===== src/rtl/reg_arb_pkg.sv =====
// Shared types and helpers for the register-bus round-robin arbiter.
// Default bus structs are used when the arbiter is not given custom types.
package reg_arb_pkg;

   typedef enum logic {
      IDLE = 1'b0,
      BUSY = 1'b1
   } state_e;

   typedef struct packed {
      logic [31:0] addr;
      logic        write;
      logic [31:0] wdata;
      logic [3:0]  wstrb;
      logic        valid;
   } reg_bus_req_t;

   typedef struct packed {
      logic [31:0] rdata;
      logic        error;
      logic        ready;
   } reg_bus_rsp_t;

   function automatic int unsigned idx_width(input int unsigned n);
      return (n > 1) ? $clog2(n) : 1;
   endfunction

endpackage


===== src/rtl/reg_rr_sel.sv =====
// Combinational find-first-set over the valid vector,
// starting the search at i_ptr and wrapping modulo NumReq.
module reg_rr_sel #(
   parameter int unsigned NumReq = 2,
   parameter int unsigned IdxW   = reg_arb_pkg::idx_width(NumReq)
) (
   input  logic [NumReq-1:0] i_valid,
   input  logic [IdxW-1:0]   i_ptr,
   output logic [IdxW-1:0]   o_gnt_idx,
   output logic              o_any_valid
);

   int unsigned w_j;

   always_comb begin
      o_gnt_idx   = '0;
      o_any_valid = 1'b0;
      w_j         = 0;
      for (int unsigned k = 0; k < NumReq; k++) begin
         w_j = (32'(i_ptr) + k) % NumReq;
         if (!o_any_valid && i_valid[w_j]) begin
            o_any_valid = 1'b1;
            o_gnt_idx   = IdxW'(w_j);
         end
      end
   end

endmodule


===== src/rtl/reg_rr_arbiter.sv =====
// Round-robin arbiter sharing one register-bus target among NumReq
// masters; holds the grant until ready, optional stall timeout.
module reg_rr_arbiter #(
   parameter int unsigned NumReq        = 2,
   parameter int unsigned TimeoutCycles = 0,
   parameter type reg_req_t = reg_arb_pkg::reg_bus_req_t,
   parameter type reg_rsp_t = reg_arb_pkg::reg_bus_rsp_t
) (
   input  logic                  clk_i,
   input  logic                  rst_ni,
   input  reg_req_t [NumReq-1:0] reg_req_i,
   output reg_rsp_t [NumReq-1:0] reg_rsp_o,
   output reg_req_t              reg_req_o,
   input  reg_rsp_t              reg_rsp_i,
   output logic                  busy_o,
   output logic                  timeout_o
);

   import reg_arb_pkg::*;

   localparam int unsigned IdxW = idx_width(NumReq);
   localparam int unsigned TW   =
      (TimeoutCycles > 0) ? $clog2(TimeoutCycles + 1) : 1;
   localparam logic [IdxW-1:0] LastIdx = IdxW'(NumReq - 1);
   localparam logic [TW-1:0]   TLimit  = TW'(TimeoutCycles);

   state_e            r_state, w_state_nxt;
   logic [IdxW-1:0]   r_rr_ptr, w_rr_ptr_nxt;
   logic [IdxW-1:0]   r_locked_idx, w_locked_nxt;
   logic [TW-1:0]     r_tcnt, w_tcnt_nxt;
   logic [NumReq-1:0] w_valid;
   logic [NumReq-1:0] w_rsp_rdy;
   logic [IdxW-1:0]   w_gnt_idx;
   logic [IdxW-1:0]   w_sel_idx;
   logic              w_any_valid;
   logic              w_act;
   logic              w_abort;

   function automatic logic [IdxW-1:0] adv(input logic [IdxW-1:0] idx);
      return (idx == LastIdx) ? '0 : idx + 1'b1;
   endfunction

   always_comb begin
      w_valid = '0;
      for (int unsigned i = 0; i < NumReq; i++)
         w_valid[i] = reg_req_i[i].valid;
   end

   reg_rr_sel #(
      .NumReq (NumReq),
      .IdxW   (IdxW)
   ) u_sel (
      .i_valid     (w_valid),
      .i_ptr       (r_rr_ptr),
      .o_gnt_idx   (w_gnt_idx),
      .o_any_valid (w_any_valid)
   );

   assign busy_o    = (r_state == BUSY);
   assign w_sel_idx = busy_o ? r_locked_idx : w_gnt_idx;
   assign w_act     = busy_o ? reg_req_i[r_locked_idx].valid : w_any_valid;
   assign w_abort   = (TimeoutCycles != 0) && busy_o && w_act &&
                      !reg_rsp_i.ready && (r_tcnt == TLimit);

   always_comb begin
      reg_req_o = '0;
      reg_rsp_o = '0;
      timeout_o = 1'b0;
      if (w_act) begin
         reg_req_o            = reg_req_i[w_sel_idx];
         reg_rsp_o[w_sel_idx] = reg_rsp_i;
      end
      // Abort: hide the request downstream, answer the master with an error
      if (w_abort) begin
         reg_req_o.valid            = 1'b0;
         reg_rsp_o[w_sel_idx]       = '0;
         reg_rsp_o[w_sel_idx].error = 1'b1;
         reg_rsp_o[w_sel_idx].ready = 1'b1;
         timeout_o                  = 1'b1;
      end
   end

   always_comb begin
      w_state_nxt  = r_state;
      w_rr_ptr_nxt = r_rr_ptr;
      w_locked_nxt = r_locked_idx;
      w_tcnt_nxt   = r_tcnt;
      unique case (r_state)
         IDLE: begin
            if (w_any_valid) begin
               if (reg_rsp_i.ready) begin
                  w_rr_ptr_nxt = adv(w_gnt_idx);
               end else begin
                  w_locked_nxt = w_gnt_idx;
                  w_tcnt_nxt   = TW'(1);
                  w_state_nxt  = BUSY;
               end
            end
         end
         BUSY: begin
            if (!w_act) begin
               w_state_nxt = IDLE;
               w_tcnt_nxt  = '0;
            end else if (reg_rsp_i.ready || w_abort) begin
               w_rr_ptr_nxt = adv(r_locked_idx);
               w_tcnt_nxt   = '0;
               w_state_nxt  = IDLE;
            end else if (r_tcnt != '1) begin
               w_tcnt_nxt = r_tcnt + 1'b1;
            end
         end
         default: w_state_nxt = IDLE;
      endcase
   end

   always_ff @(posedge clk_i or negedge rst_ni) begin
      if (!rst_ni) begin
         r_state      <= IDLE;
         r_rr_ptr     <= '0;
         r_locked_idx <= '0;
         r_tcnt       <= '0;
      end else begin
         r_state      <= w_state_nxt;
         r_rr_ptr     <= w_rr_ptr_nxt;
         r_locked_idx <= w_locked_nxt;
         r_tcnt       <= w_tcnt_nxt;
      end
   end

   always_comb begin
      w_rsp_rdy = '0;
      for (int unsigned i = 0; i < NumReq; i++)
         w_rsp_rdy[i] = reg_rsp_o[i].ready;
   end

   a_req_stable: assert property (
      @(posedge clk_i) disable iff (!rst_ni)
      (reg_req_o.valid && !reg_rsp_i.ready)
      |=> (!reg_req_o.valid || $stable(reg_req_o)));

   a_one_ready: assert property (
      @(posedge clk_i) disable iff (!rst_ni)
      $onehot0(w_rsp_rdy));

   a_lock_valid: assert property (
      @(posedge clk_i) disable iff (!rst_ni)
      (r_state == BUSY) |-> reg_req_i[r_locked_idx].valid);

endmodule


===== config.mk =====
export PLATFORM = sky130hd
export DESIGN_NAME = reg_rr_arbiter
export DESIGN_NICKNAME = d
export VERILOG_FILES = /design/src/rtl/reg_arb_pkg.sv /design/src/rtl/reg_rr_sel.sv /design/src/rtl/reg_rr_arbiter.sv
export SDC_FILE = /design/constraint.sdc
export NUM_CORES = 1
export LEC_CHECK = 0
export CORE_AREA = 2 2 124 126
export CTS_BUF_LIST = sky130_fd_sc_hd__clkbuf_8
export DETAILED_ROUTE_END_ITERATION = 7
export DIE_AREA = 0 0 126 128
export PLACE_DENSITY = 0.62
export SYNTH_ARGS = -nofsm -noshare
export SYNTH_HDL_FRONTEND = slang
export SYNTH_HIERARCHICAL = 1
export SYNTH_SLANG_ARGS = --single-unit

===== constraint.sdc =====
create_clock -name clk_i -period 4.06 [get_ports clk_i]
set_input_delay 0.609 -clock clk_i [delete_from_list [all_inputs] [get_ports clk_i]]
set_output_delay 0.609 -clock clk_i [all_outputs]
set_load 0.005 [all_outputs]

# Word-level counts from Yosys, hierarchy flattened

Index checks and enable logic that the tools add are counted.

Input port bits: 176
Register bits after elaboration: 3
Memory bits (writable): 0
Memories kept: 0
Latch bits: 0
Output and inout port bits: 140
Bits in read-only memories: 0

Reduce and logical (&&, ||, !) cells: 5
Shifts and indexed selects: 0
Eq/ne operators: 4
Add/subtract/negate cells: 3
Bitwise operators: 3
Div/mod/pow operators: 0
Magnitude comparators: 5
Multiplexer cells: 29
$mul: 0

Operators with widths:

| kind                | count |
|---|---|
| $mux 70             | 3 |
| $and 68x68->68      | 1 |
| $mux 68             | 1 |
| $demux 34 s1        | 1 |
| $mux 34             | 1 |
| $mux 1              | 21 |
| $lt 1x2->1 const B  | 4 |
| $ne 2x2->1 const B  | 3 |
| $pmux 1 s2          | 2 |
| $reduce_and 4->1    | 1 |
| $add 1x1->1 const B | 3 |
| $reduce_and 3->1    | 1 |
| $logic_and 1x1->1   | 2 |
| $ne 2x1->1 const B  | 1 |
| $not 1->1           | 2 |
| $ge 1x1->1 const B  | 1 |
| $logic_not 1->1     | 1 |

# Depth between registers and ports, before layout

Depth in word-level cells: 13
Depth in mapped cells: 6
Gate-level depth less buffers: 5

# Hierarchy

The synthesis kept the hierarchy.

By module, submodules not included:

| module         | cells an instance | area each (um^2) | seq. area each (um^2) | instances |
|---|---|---|---|---|
| reg_rr_arbiter | 325               | 1720.4           | 75.1                  | 1 |
| reg_rr_sel     | 3                 | 17.5             | 0.0                   | 1 |

# Least setup slack after synthesis

OpenSTA, ideal clock, no wires.

Path kind: in2out
From: in reg_req_i[70] in the netlist's numbering
To: out reg_req_o[0] in the netlist's numbering
Path buffers: 1
Arrival time: 1.608 ns
Setup slack: 1.843 ns
Required time: 3.451 ns
Stages on the path: 5
Cell sequence: a21boi_1 mux2_2 buf_2 nand2_1 a21oi_1

RTL lines:

| item            | line                 | RTL |
|---|---|---|
| start, declared | reg_rr_arbiter.sv:11 | `input reg_req_t [NumReq-1:0] reg_req_i,` |
| end, declared   | reg_rr_arbiter.sv:13 | `output reg_req_t reg_req_o,` |

==> impl_metrics.yaml <==
outcome:
  status: "finished, final reports clean"
layout:
  fillers: 1603
  fin_area_um2: 5090
  finalNetCount: 803
  syn_to_final_growth_pct: 193
  antennaDiodeCount: 0
  drive_gt1_share_pct: 2.88
place:
  dp_hpwl_um: 8790
  gp_congestion: 0.748
  dpl_cell_area_um2: 5050
  port_buffers: 314
sta:
  hold_viol: 0
  setup_viol: 0
  drv_slew: 0
  rsz0062_at_grt: "false"
  fin_crit_sh_pct: 86.5
  timing.fmax_mhz: 285
  holdWs_ns: 0.507
  period_needed_ns: 3.51
  fin_worst_skew_ns: 0.00132
  fin_setup_tns_ns: 0
clock_tree:
  cts_buffers: 3
  clock_latency_ns: 0.22
  htreeDepth: 1
  cts_resized: 0
  cts_hold_buf: 0
  cts_root_buffer: "clkbuf_8"
  clockBufferDepth: 2
  cts.sinks: 3
  cts_tree: "built"
  cts_setup_buffers: 0
  cts.clk_slew.worst_paths_ns: 0.03
global_routing:
  grt_max_degree: 65
  grt_pass1_vias: 3075
  grt_busiest_layer: "met2"
  grtUsageTotal_pct: 12.2
  antenna_found_initial: 0
  grt_use_met1_pct: 14.4
  overflow: 0
  groute.layer.met2.usage_pct: 23.3
  gr-usage-met3_pct: 2.30
  grt_first_pass_wirelength_um: 16200
power_and_ir_drop:
  pwr-share-clk_pct: 7.5
  ir_drop_uv: 68.0
  p_int_mw: 0.711
  power.total_mw: 1.13
  netSwitchingPower_mw: 0.418
  powerDensity_nw_per_um2: 222
  p_sw_share_pct: 37.0
  p_leak_nw: 1.98
  p_seq_share_pct: 4.2
  combPwrFrac_pct: 88.3
synth:
  yosys.area.top_type_share_pct: 30.5
  synth-seq-cells: 3
  syn-cell-area_um2: 1740
  synth_warnings: 6
  synthCells: 328
  syn_nets: 504
  synth.area.top_cells: "nand2_1 30%, and2_1 24%, a21oi_1 20%"
  async_flop_share_pct: 100
  synth_top_cell_by_area: "nand2_1"
  yosysMostFrequentCell: "nand2_1"
  synth-main-ff-cell: "dfrtp_1"
  synth-edff-count: 0
  synthTopCellsByCount: "141 x nand2_1, 70 x a21oi_1, 67 x and2_1"
  synth_area_per_cell_um2: 5.30
  synth.yosys.seq_area_share_pct: 4.32
  synth.distinct_cells: 26
setup_path:
  crit_path_end_kind: "primary output"
  critPathKind: "input port to primary output"
  crit_path_start_kind: "input port"
  cp_data_required_time_ns: 3.45
  cp_max_fo: 33
  crit_arrival_ns: 2.90
route:
  vias: 3180
  routedWlPerCell_um: 13.3
  route.detailed.drc: 0
  drtPass1Iterations: 4
  routed_via_density: 3.91
  ant_nets: 0
  postRouteWirelength_um: 10800
  dr.first_iter.drc_count: 101
run:
  cap_violations: 0
floorplanning:
  fp.dieH_um: 128
  start_util_pct: 11.7
  core.rowCount: 45
  ios: 316
  dieArea_um2: 16100
  fp.coreArea_um2: 14900
  die_width_um: 126
worst_hold_path:
  hp-class: "flop to flop"
==> worst max-delay path, cell delays in order <==
cell             delay, ns
clkdlybuf4s50_1       0.59
a21boi_1              0.12
buf_4                 0.17
or3b_1                0.36
nand2_1               0.08
buf_4                 0.26
and2_1                0.20
clkdlybuf4s50_1       0.50
==> through the flow <==
| step | cells | util [%] | setup WS, ns |
|---|---|---|---|
| finish | 814 | 34.3 | 0.549 |
| global route | 814 | 34.3 | 0.425 |
| CTS | 814 | 34.3 | 0.529 |
| detailed placement | 810 | 34.0 | 0.546 |
| global placement | 810 | 34.0 | 0.552 |
| floorplan | 328 | - | 1.84 |
==> cell usage in the layout, fill, tap and decap left out, types with 2 or more instances in the layout <==
| master | synthesis | routed |
|---|---|---|
| clkdlybuf4s50_1 | 0 | 314 |
| mux2_2 | 2 | 2 |
| inv_1 | 1 | 2 |
| nand2_1 | 141 | 141 |
| dfrtp_1 | 3 | 3 |
| clkbuf_8 | 0 | 3 |
| and2_1 | 67 | 67 |
| a21oi_1 | 70 | 70 |
| buf_4 | 5 | 4 |
| buf_12 | 0 | 5 |
==> state kept, by name (all words and copies together) (netlist names) <==
register      flops
r_locked_idx      1
busy_o            1
r_rr_ptr          1
==> kinds of logic after synthesis <==
family	Yosys count	share of synthesized area [%]
DFF	3	4.32
muxes	4	3.46
AOI/OAI and AO/OA	75	23.0
and+or+nand+nor	215	57.3
buffers and inverters	30	11.7
other	1	0.216
==> final cells by class <==
type	instances	area [um^2]	share of cell area, %
multi-input cells	295	1460	28.7
clock buffers	3	41.3	0.811
well taps	188	235	4.62
clock inverters	1	3.75	0.0737
flip-flops and latches	3	75.1	1.47
repair buffers	323	3270	64.3
inverters	1	3.75	0.0737
==> worst paths after layout <==
path,slack (ns),end,start,cells after the start
hold / removal,0.51,r_rr_ptr,r_rr_ptr,1
hold reg to reg,0.51,r_rr_ptr,r_rr_ptr,1
setup reg to reg,2.58,r_rr_ptr,r_rr_ptr,6
min in group asynchronous,0.58,busy_o,rst_ni,1
setup / recovery,0.55,reg_rsp_o[27],reg_req_i[0],8
max in group asynchronous,3.33,r_locked_idx,rst_ni,1
==> power by group through the flow <==
stage                     clock, mW  combinational (mW)  sequential (mW)
final                        0.0845               0.997           0.0476
after global routing         0.0905                1.09           0.0489
after CTS                    0.0876                1.01           0.0474
after detailed placement          0                1.01           0.0478
after global placement            0                1.01           0.0471
after floorplan                   0               0.382           0.0430
==> metal layers <==
layer,vias up,wire (um),part of all wire (%)
met1,1358,4090,38
li1,1638,-,-
met3,6,919,8.5
met4,0,94,0.87
met2,178,5730,53
met5,-,0,0
Power figures use the tool's default switching activity.
